`src/rtl/dds_freq_detector.sv`:
```
// Recovers the DDS frequency word from a signed sine stream: hysteretic rising
// zero-crossing detector, 2^AVG_LOG2-period averaging and a serial restoring divider.
module dds_freq_detector #(
  parameter int PHASE_WIDTH = 10,
  parameter int DATA_WIDTH  = 16,
  parameter int HYST        = 1024,
  parameter int AVG_LOG2    = 2,
  parameter int CNT_WIDTH   = 16
) (
  input  logic                         clk,
  input  logic                         rst_active_high,
  input  logic signed [DATA_WIDTH-1:0] sample_in,
  input  logic                         sample_valid,
  output logic [PHASE_WIDTH-1:0]       freq_word_out,
  output logic                         freq_valid,
  output logic                         locked,
  output logic                         div_busy
);
  localparam int SUM_W  = CNT_WIDTH + AVG_LOG2;
  localparam int NUM_W  = PHASE_WIDTH + AVG_LOG2 + 1;
  localparam int REM_W  = (SUM_W + 1 > NUM_W) ? SUM_W + 1 : NUM_W;
  localparam int IDX_W  = AVG_LOG2 + 1;
  localparam int STEP_W = $clog2(PHASE_WIDTH + 3);

  localparam logic signed [DATA_WIDTH-1:0] NEG_HYST = DATA_WIDTH'(-HYST);
  localparam logic [CNT_WIDTH-1:0] CNT_MAX  = '1;
  localparam logic [IDX_W-1:0]     IDX_LAST = IDX_W'((1 << AVG_LOG2) - 1);
  localparam logic [NUM_W-1:0]     NUM      = NUM_W'(1) << (PHASE_WIDTH + AVG_LOG2);
  // Bits of N above the quotient window seed the remainder; the rest shift in.
  localparam logic [REM_W-1:0]     REM_INIT = REM_W'(NUM >> (PHASE_WIDTH + 1));
  localparam logic [PHASE_WIDTH:0] NUM_LO   = NUM[PHASE_WIDTH:0];

  typedef enum logic [1:0] {IDLE, ARMED, RUN_LOW, RUN_ARMED} state_t;

  state_t               state;
  logic [CNT_WIDTH-1:0] count, cnt_inc;
  logic [IDX_W-1:0]     idx;
  logic [SUM_W-1:0]     period_sum, sum_next;
  logic                 below, nonneg, running, crossing, sum_done, timeout, start;

  assign below    = sample_in < NEG_HYST;
  assign nonneg   = !sample_in[DATA_WIDTH-1];
  assign running  = (state == RUN_LOW) || (state == RUN_ARMED);
  assign crossing = sample_valid && (state == RUN_ARMED) && nonneg;
  assign cnt_inc  = count + 1'b1;
  assign sum_next = period_sum + SUM_W'(cnt_inc);
  assign sum_done = crossing && (idx == IDX_LAST);
  assign timeout  = sample_valid && running && !crossing && (cnt_inc == CNT_MAX);
  // A sum completing while the divider is busy is dropped (overrun).
  assign start    = sum_done && !div_busy;

  always_ff @(posedge clk or posedge rst_active_high) begin
    if (rst_active_high) begin
      state      <= IDLE;
      count      <= '0;
      idx        <= '0;
      period_sum <= '0;
    end else if (sample_valid) begin
      case (state)
        IDLE: if (below) state <= ARMED;
        ARMED: if (nonneg) begin
          state      <= RUN_LOW;
          count      <= '0;
          idx        <= '0;
          period_sum <= '0;
        end
        default: begin
          if (timeout) begin
            state      <= IDLE;
            count      <= '0;
            idx        <= '0;
            period_sum <= '0;
          end else if (crossing) begin
            state <= RUN_LOW;
            count <= '0;
            if (sum_done) begin
              idx        <= '0;
              period_sum <= '0;
            end else begin
              idx        <= idx + 1'b1;
              period_sum <= sum_next;
            end
          end else begin
            count <= cnt_inc;
            if (state == RUN_LOW && below) state <= RUN_ARMED;
          end
        end
      endcase
    end
  end

  logic [SUM_W-1:0]     den;
  logic [REM_W-1:0]     rem, rem_sh;
  logic [PHASE_WIDTH:0] quo, nsh;
  logic [STEP_W-1:0]    step;
  logic                 ovf, rem_ge;

  assign rem_sh = {rem[REM_W-2:0], nsh[PHASE_WIDTH]};
  assign rem_ge = rem_sh >= REM_W'(den);

  // Steps 0..PHASE_WIDTH produce quotient bits; the result lands at step PHASE_WIDTH+2.
  always_ff @(posedge clk or posedge rst_active_high) begin
    if (rst_active_high) begin
      freq_word_out <= '0;
      freq_valid    <= 1'b0;
      locked        <= 1'b0;
      div_busy      <= 1'b0;
      den           <= '0;
      rem           <= '0;
      quo           <= '0;
      nsh           <= '0;
      step          <= '0;
      ovf           <= 1'b0;
    end else begin
      freq_valid <= 1'b0;
      if (timeout) begin
        div_busy      <= 1'b0;
        locked        <= 1'b0;
        freq_word_out <= '0;
      end else if (start) begin
        div_busy <= 1'b1;
        den      <= sum_next;
        rem      <= REM_INIT;
        nsh      <= NUM_LO;
        quo      <= '0;
        step     <= '0;
        ovf      <= REM_INIT >= REM_W'(sum_next);
      end else if (div_busy) begin
        step <= step + 1'b1;
        if (step <= STEP_W'(PHASE_WIDTH)) begin
          rem <= rem_ge ? rem_sh - REM_W'(den) : rem_sh;
          quo <= {quo[PHASE_WIDTH-1:0], rem_ge};
          nsh <= {nsh[PHASE_WIDTH-1:0], 1'b0};
        end
        if (step == STEP_W'(PHASE_WIDTH + 2)) begin
          div_busy      <= 1'b0;
          freq_valid    <= 1'b1;
          locked        <= 1'b1;
          freq_word_out <= (ovf || quo[PHASE_WIDTH]) ? '1 : quo[PHASE_WIDTH-1:0];
        end
      end
    end
  end
endmodule

```
`config.mk`:
```
export PLATFORM = sky130hd
export DESIGN_NAME = dds_freq_detector
export DESIGN_NICKNAME = d
export VERILOG_FILES = /design/src/rtl/dds_freq_detector.sv
export SDC_FILE = /design/constraint.sdc
export NUM_CORES = 1
export LEC_CHECK = 0
export ABC_AREA = 0
export CORE_MARGIN = 10
export CORE_UTILIZATION = 65
export CTS_BUF_LIST = sky130_fd_sc_hd__clkbuf_16
export CTS_CLUSTER_DIAMETER = 120
export DETAILED_ROUTE_END_ITERATION = 8
export HOLD_SLACK_MARGIN = 0.15
export PLACE_DENSITY = 0.85
export SLEW_MARGIN = 20
export SYNTH_ARGS = -nofsm -noshare
export SYNTH_HDL_FRONTEND = slang
export SYNTH_SLANG_ARGS = --single-unit
```
`constraint.sdc`:
```
create_clock -name clk -period 6.6 [get_ports clk]
set_input_delay 1.32 -clock clk [delete_from_list [all_inputs] [get_ports clk]]
set_output_delay 1.32 -clock clk [all_outputs]
set_load 0.005 [all_outputs]
```
* After elaboration in Yosys (flattened, before gate mapping) *
Cells that the tools add are included.

storage, ports and cells
  bits in registers = 115
  output and inout bits = 13
  logic and storage cells = 110

operators by class
  add/subtract/negate cells = 5
  order comparisons = 4
  equal/unequal tests = 9
  multiplexer cells = 49
  bitwise operators = 2
  reduce and logical (&&, ||, !) cells = 27

operators with widths
  operator                                                                             count
  18-bit 2-to-1 mux                                                                    8
  11-bit 2-to-1 mux                                                                    6
  10-bit 2-to-1 mux                                                                    5
  16-bit 2-to-1 mux                                                                    3
  18-bit one-hot mux with 2 select lines                                               1
  16-bit one-hot mux with 2 select lines                                               1
  19-bit by 18-bit greater-or-equal comparator with 1-bit output                       1
  18-bit by 16-bit adder with 18-bit output                                            1
  2-bit by 18-bit greater-or-equal comparator with 1-bit output, first input constant  1
  18-bit subtractor                                                                    1
  16-bit by 1-bit adder with 16-bit output, second input constant                      1
  16-bit equality test, second input constant                                          1
  16-bit by 11-bit < comparator with 1-bit output, second input constant               1
  1-bit 2-to-1 mux                                                                     12
  3-bit 2-to-1 mux                                                                     4
  2-bit 2-to-1 mux                                                                     5
  3-bit AND reduction                                                                  3
  1-bit logical AND                                                                    8
  4-bit 2-to-1 mux                                                                     2
  4-bit AND reduction                                                                  2
  2-bit nonzero test                                                                   4
  2-bit inequality test, second input constant                                         3
  3-bit one-hot mux with 2 select lines                                                1
  5-bit nonzero test                                                                   1
  14 further kinds                                                                     20

* Logic depth before layout (Yosys ltp) *
Gate-level depths: netlist of the first run.

  word-level depth = 8
  depth in mapped cells = 16
  depth with buffers taken out = 14

* Worst setup path after synthesis of the first run *
No wires, ideal clock.

  path kind = flip-flop to flip-flop
  start point = reg count[0]
  end point = reg den[14]
  setup time = 125 ps
  data arrival time = 3388 ps
  slack = 3088 ps
  stages on the path, launching flop included = 15
  buffers on the path = 1
  cell sequence = dfrtp_1 ha_1 buf_2 and4_1 nor3b_1 or2_2 ha_1 or2_2 a221oi_1 o21ai_1 o41ai_1 o21bai_1 a21oi_1 xnor2_1 mux2_2

on the way
  cells in the longest elaborated chain, start to end = 5
  elaborated cells on any way between the ends = 6
  those cells by class = add/sub (2); eq/ne (1); bitwise (1); reduce/logical (2)

RTL lines
  item                                                                                               line  RTL
  from (decl)                                                                                        36    logic [CNT_WIDTH-1:0] count, cnt_inc;
  from (signal assigned)                                                                             84    count <= cnt_inc;
  16-bit by 1-bit adder with 16-bit output (*)                                                       45    assign cnt_inc = count + 1'b1;
  parallel branches: the longest is 4 deep, another holds 18-bit by 16-bit adder with 18-bit output  n/a
  to (signal assigned)                                                                               122   den <= sum_next;
  to (decl)                                                                                          92    logic [SUM_W-1:0] den;

Mark *: on every way between the ends.
A chain may end at the register's enable or synchronous reset.

* Worst setup path after layout of the first run *
  start point = in sample_valid
  end point = reg period_sum[0]

on the way
  cells in the longest elaborated chain, start to end = 7
  elaborated cells on any way between the ends = 13
  those cells by class = mux (4); reduce/logical (9)

RTL lines
  item                                                                           line    RTL
  from (decl)                                                                    13      input logic sample_valid,
  1-bit logical AND (2 in a row)                                                 44      assign crossing = sample_valid && (state == RUN_ARMED) && nonneg;
  1-bit logical AND or 1-bit zero test (tied branches)                           47, 48
  18-bit 2-to-1 mux or 1-bit logical AND (tied branches)                         76, 48
  18-bit 2-to-1 mux or 1-bit logical AND (tied branches)                         73, 48
  18-bit 2-to-1 mux or 3-bit nonzero test (tied branches)                        n/a
  18-bit one-hot mux with 2 select lines or 4-bit AND reduction (tied branches)  n/a
  to (signal assigned)                                                           81      period_sum <= sum_next;
  to (decl)                                                                      38      logic [SUM_W-1:0] period_sum, sum_next;

Parallel ways exist; a longest one is shown, timed or not. The select of a mux whose other input is x is not followed.

==> results of run 1 <==
==> registers in the layout, summed over array words and instances (netlist names), 3 cells and up <==
signal         count
freq_word_out     10
rem               18
quo               11
step               4
den               18
period_sum        18
count             16
idx                3
==> cell usage after synthesis (3+ instances only) <==
master       n
and2_1       6
nand2_1     81
a2111oi_0    3
o21bai_1     6
o21a_1       4
o21ai_1     37
o211ai_1     4
o2111ai_1    3
nand2b_1    10
or3_1        5
nand3b_1     4
or2_1        3
a211o_1      3
mux2i_1     17
nor3_1      10
inv_1       42
o21ai_0     28
and3_1       5
o31ai_1      8
ha_1        40
nor4_1       5
and4_1       4
a21o_1       8
mux2_2       3
or2_2        3
nand4_1      9
nor2_1      60
nand4b_1     3
dfrtp_1    104
nand3_1      9
clkbuf_1    12
a22o_1      32
a21oi_1     36
nor3b_1      3
buf_2        8
buf_4        5
xor2_1      14
xnor2_1     23
a211oi_1     5
==> cell type report <==
type | instances | area, um2
Clock inverter | 7 | 103
Tap cell | 133 | 166
Multi-Input combinational cell | 531 | 3550
Inverter | 42 | 160
Fill cell | 713 | 2630
Timing Repair Buffer | 26 | 248
Sequential cell | 104 | 2600
Clock buffer | 9 | 225
==> worst min path at each step <==
stage / from / to / slack (ns) / depth (start not counted)
final: idx[2]$_DFFE_PP0P_ / idx[2]$_DFFE_PP0P_ / 0.49 / 1
after floorplan: ovf$_DFFE_PP0P_ / ovf$_DFFE_PP0P_ / 0.44 / 2
after global routing: den[9]$_DFFE_PP0P_ / den[9]$_DFFE_PP0P_ / 0.52 / 2
after global placement: idx[2]$_DFFE_PP0P_ / idx[2]$_DFFE_PP0P_ / 0.46 / 1
after CTS: idx[2]$_DFFE_PP0P_ / idx[2]$_DFFE_PP0P_ / 0.48 / 1
after detailed placement: idx[2]$_DFFE_PP0P_ / idx[2]$_DFFE_PP0P_ / 0.47 / 1
==> per-stage QoR <==
step           setup slack (ns)  util (%)  hold WS (ns)  cell area [um2]
6_report                   2.18      72.9         0.491             7060
5_1_grt                    1.90      72.9         0.517             7060
4_1_cts                    2.27      72.9         0.482             7060
3_5_place_dp               1.90      69.5         0.466             6730
3_3_place_gp               1.99      69.5         0.461             6730
2_1_floorplan              2.55         -         0.441             6420
==> routing by layer <==
metal	wire, um	GRT usage, %	vias up
li1	-	-	2552
met1	6700	27.7	2611
met2	7730	37.8	193
met3	798	4.72	47
met4	463	9.58	0
met5	0	0	-
==> logic make-up (layout without fill, tap and decap cells) <==
group,count (synthesis),in the layout,synth area share [%]
xor+xnor,37,37,5.05
flops,104,104,40.5
buf+inv,67,84,4.36
mux,20,20,3.18
compound gates,205,205,21.6
simple gates,227,227,16.9
fa+ha+maj,42,42,8.42
==> power breakdown <==
group / switching (W) / total [W] / internal, W
clock: 0.000258 / 0.000596 / 0.000338
sequential: 0.000138 / 0.000947 / 0.000808
combinational: 0.000847 / 0.00147 / 0.000625
total: 0.00124 / 0.00301 / 0.00177
==> results.toml, run 1 <==
[power]
ir_drop_mv = 0.249
p_leak_nw = 3.22
finalPower_w = 0.00301
power.density_nw_per_um2 = 427

[die]
ios = 32
die-height_um = 119
dieArea_um2 = 14300
rows = 36
dieWidth_um = 119
core-area_um2 = 9680
start_util_pct = 66.3

[setup_path]
cp.required_ns = 6.84
crit_path_max_incr_delay_ns = 0.70
cp-start-kind = "input pin"
reg2regPathDepth = 13
r2r_slack_ns = 2.41
cp-endpoint = "period_sum[0]$_DFFE_PP0P_"
cp.depth = 8
end_kind = "register"
worst_ep_arrival_time_ns = 4.65
startpoint = "sample_valid"
path_cells = "clkdlybuf4s50_1 > nand2_1 > nor2_1 > o2111ai_1 > a2111oi_1 > and3_1 > o21ai_2 > a22o_1"
r2r-start = "count[0]$_DFFE_PP0P_"
crit_buf_inv = 1
critical-path-top-delay-family = "compound AO/OA/AOI/OAI gates"
rr_endpoint = "den[14]$_DFFE_PP0P_"
slowest_stage = "and3_1"
cp_max_fo = 21
criticalPathCategory = "input pin to register"

[synth]
synth_top_area_share_pct = 40.5
synthFlopType = "dfrtp_1"
seq_area_frac_synth_pct = 40.5
yosysTopAreaCell = "dfrtp_1"
syn-mean-instance-area_um2 = 9.15
netlist-cell-type-count = 68
async_reset_ff_share_pct = 100
synthCells = 702
syn-cell-area_um2 = 6420
synth_nets = 763
synth_edf_count = 0
ys_warn_count = 0
synth_area_leaders = "dfrtp_1, ha_1, nand2_1"
ys_ff_latch = 104

[clock_tree]
clkSinkCount = 104
cts_buffers = 9
clk_latency_ns = 0.36
path_clk_slew_ns = 0.07
cts_root_buffer = "clkbuf_16"
cts_tree = "built"
post-cts-setup-buffers = 0
ctsResizeCount = 0
cts_buffer_depth = 2
cts_hold_buf = 0
htreeDepth = 3

[routing]
avgViaCountPerCell = 6.34
postRouteWirelength_um = 15700
drc = 0
drt_iter0_markers = 590
antenna_left = 0
first_pass_iters = 5
avgRoutedWirePerCell_um = 18.4
route.vias.total = 5403

[global_route]
grtUsageTotal_pct = 22.6
grt_max_degree = 60
grt_pass1_wl_um = 26800
grt_remaining_overflow = 0
antenna_found_initial = 0
grt_pass1_vias = 5554

[final_layout]
n_antenna_cell = 0
stdcell_count = 852
final_common_cell = "dfrtp_1"
fin_nets = 775
area_delta_synth_final_pct = 9.92
final_cell_mix = "dfrtp_1, nand2_1, nor2_1"
layout-drive-gt1-share_pct = 5.15

[timing]
fin_setup_tns_ns = 0
finalHoldViolCount = 0
setup_viol = 0
period_minus_slack_ns = 4.42
max_slew_margin_pct = 21.6
post-route-period-util_pct = 66.9
report.final.slew_viol_count = 0
timing.fmax_ghz = 0.226
skew_ns = 0.00896
rsz0062_at_grt = "no"
worst_slew_pin_slew_ns = 1.17

[placement]
gp_congestion = 0.898
dp_hpwl_um = 11000
io_buffers = 21
dp_cells = 836

[status]
status = "finished, final reports clean"

[job]
cap_violations = 0

[min_path]
hp-class = "register to register"
Power figures use the tool's default switching activity.
==> inputs of run 2 (changes only) <==
CORE_UTILIZATION = 55   (was 65)
PLACE_DENSITY = 0.77   (was 0.85)
clock period = 3.85 ns   (was 6.6 ns; I/O delays follow)
==> run 2 against run 1 <==
Via count down 3.3%; hold slack worse by 0.0033 ns; cell area increased by 1.6%; register-to-register slack got worse by 2.2 ns; count of clock-buffer cells in the layout unchanged; total power up 67%; clock skew decreased by 0.0017 ns; routed wire length shrank 8.5%; flip-flop and latch count stayed put; setup slack worse by 2.0 ns; critical endpoint is now den[14]$_DFFE_PP0P_; largest power group unchanged.
==> results.toml, run 2 (synthesis results as in run 1) <==
[timing]
period_minus_slack_ns = 3.65
setup_ws_ns = 0.196
worst_slew_pin_slew_ns = 0.993
post-route-period-util_pct = 94.9
setup_viol = 0
max_slew_margin_pct = 33.3
rsz0062_at_grt = "no"
skew_ns = 0.00731
fin_setup_tns_ns = 0
holdWs_ns = 0.487
report.final.slew_viol_count = 0
finalHoldViolCount = 0
timing.fmax_ghz = 0.274

[setup_path]
end_kind = "register"
cp.required_ns = 4.09
cp-start-kind = "register"
criticalPathCategory = "register to register"
cp.depth = 13
slowest_stage = "a221oi_1"
path_cells = "ha_1 > and4_1 > nor3b_1 > or2_2 > ha_1 > or2_2 > a221oi_1 > o21ai_1 > o41ai_2 > o21bai_1 > a21oi_1 > xnor2_1 > mux2_2"
r2r-start = "count[0]$_DFFE_PP0P_"
r2r_slack_ns = 0.20
reg2regPathDepth = 13
crit_buf_inv = 0
critical-path-top-delay-family = "compound AO/OA/AOI/OAI gates"
rr_endpoint = "den[14]$_DFFE_PP0P_"
crit_path_max_incr_delay_ns = 0.43
worst_ep_arrival_time_ns = 3.89
cp_max_fo = 6

[placement]
pre_cts_ws_ns = 0.0639
gp_congestion = 0.951
placed_area_um2 = 6860
io_buffers = 21
dp_hpwl_um = 10700

[die]
ios = 32
die-height_um = 128
core-area_um2 = 11400
start_util_pct = 56.2
dieWidth_um = 128
rows = 39
dieArea_um2 = 16400

[clock_tree]
ctsResizeCount = 0
cts_tree = "built"
cts_buffers = 9
clk_latency_ns = 0.35
cts_buffer_depth = 2
cts_hold_buf = 0
htreeDepth = 3
clkSinkCount = 104
path_clk_slew_ns = 0.07
post-cts-setup-buffers = 0
cts_root_buffer = "clkbuf_16"

[routing]
route.vias.total = 5223
avgViaCountPerCell = 5.96
first_pass_iters = 5
avgRoutedWirePerCell_um = 16.4
antenna_left = 0
drt_iter0_markers = 457
postRouteWirelength_um = 14300
drc = 0

[global_route]
grt_pass1_vias = 5109
grt_remaining_overflow = 0
grt_pass1_wl_um = 24600
grt_max_degree = 54
grtUsageTotal_pct = 17.8
antenna_found_initial = 0

[final_layout]
n_antenna_cell = 0
area_delta_synth_final_pct = 11.7
final_cell_mix = "dfrtp_1, nand2_1, nor2_1"
fin_nets = 791
final_common_cell = "dfrtp_1"
layout-drive-gt1-share_pct = 7.36
largestRegisters = "den (18), period_sum (18), rem (18)"
fin_area_um2 = 7170

[power]
seq_power_share_pct = 31.9
p_leak_nw = 3.30
combPwrFrac_pct = 49.5
switching_share_pct = 40.4
internal_power_w = 0.00300
p_clk_share_pct = 18.6
power.density_nw_per_um2 = 700
ir_drop_mv = 0.561
switchingPower_w = 0.00203

[min_path]
min_path_cells = 1
worstHoldEndpoint = "idx[2]$_DFFE_PP0P_"
hp-class = "register to register"
min_from = "idx[2]$_DFFE_PP0P_"

[status]
status = "finished, final reports clean"

[job]
cap_violations = 0
-- run 2: cell count changes in the layout (fill, tap and decap cells not counted) --
| cell | previous run | this run |
|---|---|---|
| a2111oi_0 | 3 | 2 |
| clkinv_1 | 1 | 0 |
| clkinv_4 | 0 | 2 |
| a2111oi_1 | 1 | 2 |
| bufinv_16 | 2 | 1 |
| o41ai_1 | 2 | 1 |
| buf_4 | 5 | 21 |
| inv_6 | 1 | 2 |
| o41ai_2 | 0 | 1 |
| inv_8 | 2 | 1 |
| clkinvlp_4 | 1 | 0 |
-- run 2: worst max path at each step --
stage	startpoint	endpoint	slack, ns
2_1_floorplan	count[0]$_DFFE_PP0P_	den[14]$_DFFE_PP0P_	0.34
3_3_place_gp	count[0]$_DFFE_PP0P_	den[14]$_DFFE_PP0P_	0.24
3_5_place_dp	count[0]$_DFFE_PP0P_	den[14]$_DFFE_PP0P_	0.06
4_1_cts	count[0]$_DFFE_PP0P_	den[14]$_DFFE_PP0P_	0.05
5_1_grt	count[0]$_DFFE_PP0P_	ovf$_DFFE_PP0P_	0.02
6_report	count[0]$_DFFE_PP0P_	den[14]$_DFFE_PP0P_	0.20
-- run 2: final cells by class --
class	count	area (um2)
fill	946	4250
multi-input combinational	531	3560
sequential	104	2600
timing repair buffer	42	368
clock buffer	9	225
tap	143	179
inverter	42	160
clock inverter	6	76.3
-- run 2: power groups by stage --
stage          clock network, W  registers (W)  logic, W
6_report               0.000936        0.00160   0.00249
5_1_grt                0.000995        0.00164   0.00279
3_5_place_dp                  0        0.00161   0.00246
4_1_cts                0.000961        0.00160   0.00248
2_1_floorplan                 0        0.00157   0.00188
3_3_place_gp                  0        0.00160   0.00237
-- run 2: metrics by stage --
stage	std cells	utilization, %	power, W
after floorplan	702	-	0.00345
after global placement	862	60.1	0.00397
after detailed placement	862	60.1	0.00407
after CTS	877	62.7	0.00504
after global routing	877	62.8	0.00542
final	877	62.8	0.00502
-- run 2: layer usage --
layer	global-route usage, %	wire length [um]	up-vias
met3	2.94	407	18
met4	7.15	320	0
met2	27.2	6580	89
met5	0	0	-
li1	-	-	2579
met1	24.7	7040	2537
==> inputs of run 3 (changes only) <==
CORE_UTILIZATION = 30   (was 55)
CTS_CLUSTER_SIZE = 24   (was default)
PLACE_DENSITY = default   (was 0.77)
==> run 3 against run 2 <==
Flip-flop and latch count unchanged; routed wire length rose by 0.51%; total power is 1.1% lower; setup slack improved by 0.15 ns; combinational power barely moved; fmax up 4.2%; cell area increased by 2.0%; sequential share of layout area fell by 0.71 points; final cell count rose by 15%; largest cell class unchanged; largest power group unchanged.
==> results.toml, run 3 (synthesis results as in run 1) <==
[min_path]
hp-class = "register to register"

[timing]
post-route-period-util_pct = 91.1
skew_ns = 0.00858
period_minus_slack_ns = 3.51
max_slew_margin_pct = 44.0
rsz0062_at_grt = "no"
report.final.slew_viol_count = 0
timing.fmax_ghz = 0.285
fin_setup_tns_ns = 0
setup_viol = 0
finalHoldViolCount = 0
worst_slew_pin_slew_ns = 0.837

[routing]
antenna_left = 0
first_pass_iters = 4
avgRoutedWirePerCell_um = 14.3
drc = 0
postRouteWirelength_um = 14400
drt_iter0_markers = 296
route.vias.total = 5015
avgViaCountPerCell = 4.98

[placement]
gp_congestion = 0.856
dp_hpwl_um = 10600
dp_cells = 994
io_buffers = 21

[global_route]
antenna_found_initial = 0
grt_pass1_wl_um = 24900
grt_remaining_overflow = 0
grt_pass1_vias = 4989
grt_max_degree = 45
grtUsageTotal_pct = 10.5

[final_layout]
largestRegisters = "den (18), period_sum (18), rem (18)"
area_delta_synth_final_pct = 14.0
multiInputGateArea_um2 = 3560
fill_cells = 2149
final_cell_mix = "dfrtp_1, nand2_1, nor2_1"
final-seq-area_um2 = 2600
n_antenna_cell = 0
final_common_cell = "dfrtp_1"
post-route-util_pct = 34.8
stdcell_count = 1007
fin_nets = 791
layout-drive-gt1-share_pct = 6.97

[setup_path]
criticalPathCategory = "register to register"
cp_max_fo = 9
worst_ep_arrival_time_ns = 3.75
cp-start-kind = "register"
end_kind = "register"
cp.required_ns = 4.09

[die]
dieArea_um2 = 27700
ios = 32
rows = 53
dieWidth_um = 166
start_util_pct = 30.5
core-area_um2 = 21000
die-height_um = 166

[clock_tree]
clk_latency_ns = 0.36
cts_tree = "built"
htreeDepth = 3
cts_root_buffer = "clkbuf_16"
clkSinkCount = 104
path_clk_slew_ns = 0.07
cts_buffers = 9
cts_buffer_depth = 2
post-cts-setup-buffers = 0

[power]
ir_drop_mv = 0.257
power.density_nw_per_um2 = 679
finalPower_w = 0.00497
p_leak_nw = 3.27

[status]
status = "finished, final reports clean"

[job]
cap_violations = 0
-- run 3: changes by cell type in the layout (fill, tap and decap cells not counted), sizes merged --
cell / delta
clkinv: -1
clkinvlp: +2
inv: -3
-- run 3: per-stage QoR --
stage | worst slack (ns) | hold slack, ns | area (um2)
floorplan | 0.338 | 0.441 | 6420
global placement | 0.257 | 0.463 | 7040
detailed placement | 0.219 | 0.467 | 7040
CTS | 0.319 | 0.482 | 7310
global route | 0.0271 | 0.505 | 7320
finish | 0.342 | 0.476 | 7320
-- run 3: cell type report --
class	instances	area share, %
multi-input cells	531	48.6
flip-flops and latches	104	35.6
well taps	275	4.70
clock inverters	4	0.667
repair buffers	42	5.20
clock buffers	9	3.08
inverters	42	2.19
-- run 3: path summary, 6_finish.rpt --
path | startpoint | to | slack, ns | cells after the start
min | idx[2]$_DFFE_PP0P_ | idx[2]$_DFFE_PP0P_ | 0.48 | 1
min in group asynchronous | rst_active_high | idx[0]$_DFFE_PP0P_ | 0.77 | 2
max in group asynchronous | rst_active_high | rem[4]$_DFFE_PP0P_ | 2.34 | 3
min reg2reg | idx[2]$_DFFE_PP0P_ | idx[2]$_DFFE_PP0P_ | 0.48 | 1
max reg2reg | count[3]$_DFFE_PP0P_ | den[14]$_DFFE_PP0P_ | 0.34 | 12
max | count[3]$_DFFE_PP0P_ | den[14]$_DFFE_PP0P_ | 0.34 | 12
-- run 3: report_power, final --
group	switching, W	internal, W	leakage (nW)
logic	0.00138	0.00110	1.82
clock network	0.000406	0.000491	0.127
registers	0.000210	0.00139	1.33
-- run 3: metal layers --
layer  GRT usage (%)  vias up  wire [um]
met5               0        -          0
met4            3.28        0        212
met3            1.63       17        379
met2            16.8       50       6590
met1            14.1     2365       7240
li1                -     2583          -
-- run 3: repair_timing --
item,4_1_cts,5_1_grt
endpoints found under the setup margin,0,1
gates resized for setup,0,3
hold buffers,0,0
-- run 3: worst max-delay path, stage by stage (launching register included) --
cell	delay, ns
dfrtp_1	0.49
nand3_2	0.15
or2_1	0.39
xnor2_1	0.27
ha_1	0.33
and3_1	0.18
a221oi_1	0.39
o21ai_1	0.14
o41ai_1	0.36
o21bai_1	0.11
a21oi_1	0.19
xnor2_1	0.13
mux2_2	0.27
==> patch 1, RTL diff (flow settings as in run 2) <==
The 4 states of `state_t` get a one-hot encoding in 4 bits.
--- a/src/rtl/dds_freq_detector.sv
+++ b/src/rtl/dds_freq_detector.sv
@@ -30,7 +30,7 @@
   localparam logic [REM_W-1:0]     REM_INIT = REM_W'(NUM >> (PHASE_WIDTH + 1));
   localparam logic [PHASE_WIDTH:0] NUM_LO   = NUM[PHASE_WIDTH:0];
 
-  typedef enum logic [1:0] {IDLE, ARMED, RUN_LOW, RUN_ARMED} state_t;
+  typedef enum logic [3:0] {IDLE = 4'b0001, ARMED = 4'b0010, RUN_LOW = 4'b0100, RUN_ARMED = 4'b1000} state_t;
 
   state_t               state;
   logic [CNT_WIDTH-1:0] count, cnt_inc;
Formal check against the unedited RTL: no difference found for any inputs over 4 cycles, from zero or initial values and one cycle with rst_active_high high; so few cycles prove little.
==> patch 1 against run 2 <==
- via count rose by 7.3%
- wire length rose by 4.9%
- worst setup slack got worse by 0.087 ns
- count of clock-buffer cells in the layout did not move
- utilization rose by 0.90 points
- design area rose by 6.3%
- total power rose by 3.7%
- sequential cell count rose by 2
- synthesized area rose by 4.1%
- critical endpoint is now ovf$_DFFE_PP0P_
- largest cell class unchanged
==> patch 1: results (changes against run 2) <==
switchingPower_uw: 2150  # +6.0%
placed_cells: 921  # +6.8%
multi_input_area_um2: 3830  # +7.6%
routed_wl_um: 15100  # +4.9%
num_vias: 5603  # +7.3%
setup_ws_ns: 0.109  # -0.0871 ns
leakage_uw: 0.00354  # +7.3%
post_drt_wl_per_cell_um: 16.1  # -1.9%
hpwlAfterDp_um: 10900  # +2.3%
netlist_area_um2: 6690  # +4.1%
final_nets: 847  # +7.1%
crit_end: "ovf$_DFFE_PP0P_"
ir_drop_uv: 413  # -27%
cts_buffers: 9  # unchanged
regArea_um2: 2660  # +2.1%
synth_area_leaders: "dfrtp_1, ha_1, o21ai_0, nand2_1, xnor2_1"
ys_top_cells_by_count: "dfrtp_1, nand2_1, nor2_1"
post-place-ws_ns: -0.0880  # -0.152 ns
synth_seq_area_share: 0.397  # -0.00841
cp_top_family: "simple AND/OR/NAND/NOR gates"
synth_nets: 818  # +7.2%
whs_ns: 0.481  # -0.00678 ns
seq-power_uw: 1710  # +7%
grt_util_all_layers: 0.184  # +0.00551
avgSynthCellArea_um2: 8.83  # -3.4%
critical_path.max_stage_delay_ns: 0.50  # +0.07 ns
grt_max_degree: 90  # +67%
syn_to_final_growth_pct: 14.0
cp_max_fo: 4  # -2
outcome: "complete, no violations"
holdPathEnd: "idx[2]$_DFFE_PP0P_"
critPathLaunchType: "flip-flop"
grt_pass1_vias: 5433  # +6.3%
cellPowerDensity_nw_per_um2: 683  # -2.4%
drive_gt1_frac: 0.104  # +0.0301
synth.distinct_cells: 62  # -8.8%
place.gp.congestion: 0.900  # -5.4%
ys.flop_type: "dfrtp_1"
multi_input_cells: 569  # +7.2%
buffer_area_frac: 0.0611  # +0.00978
r2r_slack_ns: 0.11  # -0.09 ns
async_flop_share: 1.00  # unchanged
nNonClkInverters: 50  # +19%
arrival_ns: 4.01  # +0.12 ns
signal_buffers: 50  # +19%
worst_slew_pin_slew_ns: 0.824  # -0.170 ns
drtIter0Drc: 338  # -26%
pg_comb_uw: 2580  # +4%
final-clk-cell-share: 0.0381  # -0.00395
top_regs: "den x18, period_sum x18, rem x18"
crit_slowest_cell: "or4_1"
synth_seq_cells: 106  # +1.9%
fill_cells: 960  # +1.5%
fin_skew_ns: 0.00745  # +0.000131 ns
placed_area_um2: 7220  # +5.3%
==> patch 1: kinds of logic after synthesis <==
| family | Yosys count | synth area share |
|---|---|---|
| xor gates and xnor gates | 43 | 0.0563 |
| AOI/OAI and AO/OA | 205 | 0.193 |
| and+or+nand+nor | 258 | 0.194 |
| buffers and inverters | 82 | 0.0466 |
| DFF | 106 | 0.397 |
| muxes | 21 | 0.0322 |
| adders and majority gates | 42 | 0.0808 |
==> patch 1: what timing repair did <==
action,4_1_cts,5_1_grt
endpoints found under the hold margin,0,0
pin swaps,0,2
buffers inserted,0,1
endpoints found under the setup margin,1,1
resized for setup,1,16
==> patch 1: metal layers <==
layer / up-vias / wire [um] / GRT usage
met5: - / 0 / 0
met3: 26 / 526 / 0.0239
met2: 126 / 7370 / 0.306
met4: 0 / 346 / 0.0761
li1: 2754 / - / -
met1: 2697 / 6820 / 0.236
==> patch 2, RTL diff (flow settings as in run 2) <==
Without the edit above. The parameter `CNT_WIDTH` goes from 16 to 24.
--- a/src/rtl/dds_freq_detector.sv
+++ b/src/rtl/dds_freq_detector.sv
@@ -5,7 +5,7 @@
   parameter int DATA_WIDTH  = 16,
   parameter int HYST        = 1024,
   parameter int AVG_LOG2    = 2,
-  parameter int CNT_WIDTH   = 16
+  parameter int CNT_WIDTH   = 24
 ) (
   input  logic                         clk,
   input  logic                         rst_active_high,
Behaviour: same outputs for any inputs over 4 cycles, from zero or initial values and one cycle with rst_active_high high; that may be too few to reach the edited logic, so the function may still have changed.
==> patch 2 against run 2 <==
- via count is 49% higher
- wire length grew 58%
- synthesized cell count grew 40%
- critical endpoint is now ovf$_DFFE_PP0P_
- total power is 35% higher
- synthesized area grew 39%
- worst hold slack lost 0.014 ns
- sequential share of layout area fell by 5.2 points
- design area increased by 53%
- non-clock buffer count up 83
- worst setup slack worse by 0.11 ns
- sequential cell count rose by 32
==> patch 2: results (changes against run 2) <==
grt_pass1_vias: 7666  # +50%
grt_util_all_layers: 0.204  # +0.0259
synth_nets: 1059  # +39%
drtIter0Drc: 692  # +51%
post_cts_buffers: 2  # +2
cts_root_buf: "clkbuf_16"
clk_pin_slew_ns: 0.06
switchingPower_uw: 2700  # +33%
ir_drop_uv: 369  # -34%
htree_levels: 4  # +1
async_flop_share: 1.00  # unchanged
num_vias: 7785  # +49%
cts_buffers: 17  # +8
critical_path.max_stage_delay_ns: 0.39  # -0.04 ns
synth_seq_area_share: 0.382  # -0.0231
first_pass_iters: 5  # unchanged
ctsResizeCount: 4  # +4
yosys_warnings: 0  # unchanged
antenna_found_initial: 0  # unchanged
n_antenna_cell: 0  # unchanged
cp_top_family: "compound AO/OA/AOI/OAI gates"
hp-class: "flip-flop to flip-flop"
ys_top_cells_by_count: "dfrtp_1, nand2_1, nor2_1"
finalMaxSlewViolations: 0  # unchanged
place.gp.congestion: 0.894  # -6.0%
arrival_ns: 4.10  # +0.21 ns
port_buffers: 21  # unchanged
insertion_delay_ns: 0.43  # +0.08 ns
hpwlAfterDp_um: 15600  # +46%
routed_wl_um: 22700  # +58%
drive_gt1_frac: 0.206  # +0.132
top_regs: "den x26, period_sum x26, rem x26"
synth_area_leaders: "dfrtp_1, ha_1, nand2_1, a22o_1, xnor2_1"
grt_max_degree: 45  # -17%
crit_slowest_cell: "dfrtp_1"
grt_pass1_wl_um: 37100  # +51%
sw_frac_of_total: 0.398  # -0.00588
powerClk_uw: 1600  # +71%
power_frac_comb: 0.478  # -0.017
cts.path.max_buffers: 2  # unchanged
fill_cells: 1206  # +27%
leakage_uw: 0.00499  # +51%
fin_skew_ns: 0.0111  # +0.00377 ns
synth.distinct_cells: 69  # +1.5%
final_nets: 1156  # +46%
worst_slew_pin_slew_ns: 1.07  # +0.0728 ns
outcome: "complete, no violations"
cp_max_fo: 4  # -2
-- patch 2: cell types whose count changed after synthesis, sizes merged, moves of 10 or more --
cell and delta:
a21oi +23, clkbuf +12, nand2 +13, buf +10
xor2 +12, mux2 +12, nand3 +16, ha +18
nor2 +18, nor2b +15, dfrtp +32, xnor2 +14
o21ai +17
-- patch 2: layout make-up --
class / count / area share
multi-input cells: 746 / 0.493
flip-flops and latches: 136 / 0.311
repair buffers: 125 / 0.101
clock buffers: 17 / 0.0388
well taps: 216 / 0.0247
inverters: 51 / 0.0178
clock inverters: 15 / 0.0133
-- patch 2: worst paths after layout --
| path | start | endpoint | slack, ns | cells past startpoint |
|---|---|---|---|---|
| min | ovf$_DFFE_PP0P_ | ovf$_DFFE_PP0P_ | 0.47 | 2 |
| max reg2reg | count[1]$_DFFE_PP0P_ | ovf$_DFFE_PP0P_ | 0.08 | 17 |
| max in group asynchronous | rst_active_high | rem[10]$_DFFE_PP0P_ | 2.29 | 3 |
| max | count[1]$_DFFE_PP0P_ | ovf$_DFFE_PP0P_ | 0.08 | 17 |
| min reg2reg | ovf$_DFFE_PP0P_ | ovf$_DFFE_PP0P_ | 0.47 | 2 |
| min in group asynchronous | rst_active_high | period_sum[2]$_DFFE_PP0P_ | 0.84 | 2 |
-- patch 2: cell families (layout without fill, tap and decap cells) --
family | count (synthesis) | in the layout | synth area share
DFF | 136 | 136 | 0.382
AOI/OAI and AO/OA | 283 | 283 | 0.209
adders and majority gates | 60 | 60 | 0.0860
xor gates and xnor gates | 63 | 63 | 0.0620
muxes | 34 | 34 | 0.0403
and+or+nand+nor | 306 | 306 | 0.173
buffers and inverters | 98 | 208 | 0.0474
-- patch 2: metal layers --
| layer | wire [um] | part of all wire | global-route usage | vias up |
|---|---|---|---|---|
| met1 | 10200 | 0.45 | 0.268 | 3726 |
| met4 | 658 | 0.029 | 0.0808 | 0 |
| met3 | 1300 | 0.057 | 0.0356 | 62 |
| li1 | - | - | - | 3718 |
| met2 | 10600 | 0.46 | 0.328 | 279 |
| met5 | 0 | 0 | 0 | - |
-- patch 2: metrics by stage --
stage | setup TNS, ns | worst slack (ns) | cell area, um^2 | util | instances
6_report | 0 | 0.0831 | 11000 | 0.689 | 1306
5_1_grt | -0.178 | -0.0987 | 11000 | 0.689 | 1306
4_1_cts | 0 | 0.0127 | 10600 | 0.666 | 1294
3_5_place_dp | -12.38 | -0.330 | 9970 | 0.628 | 1260
3_3_place_gp | -5.44 | -0.203 | 9970 | 0.628 | 1260
2_1_floorplan | 0 | 0.0190 | 8920 | - | 980
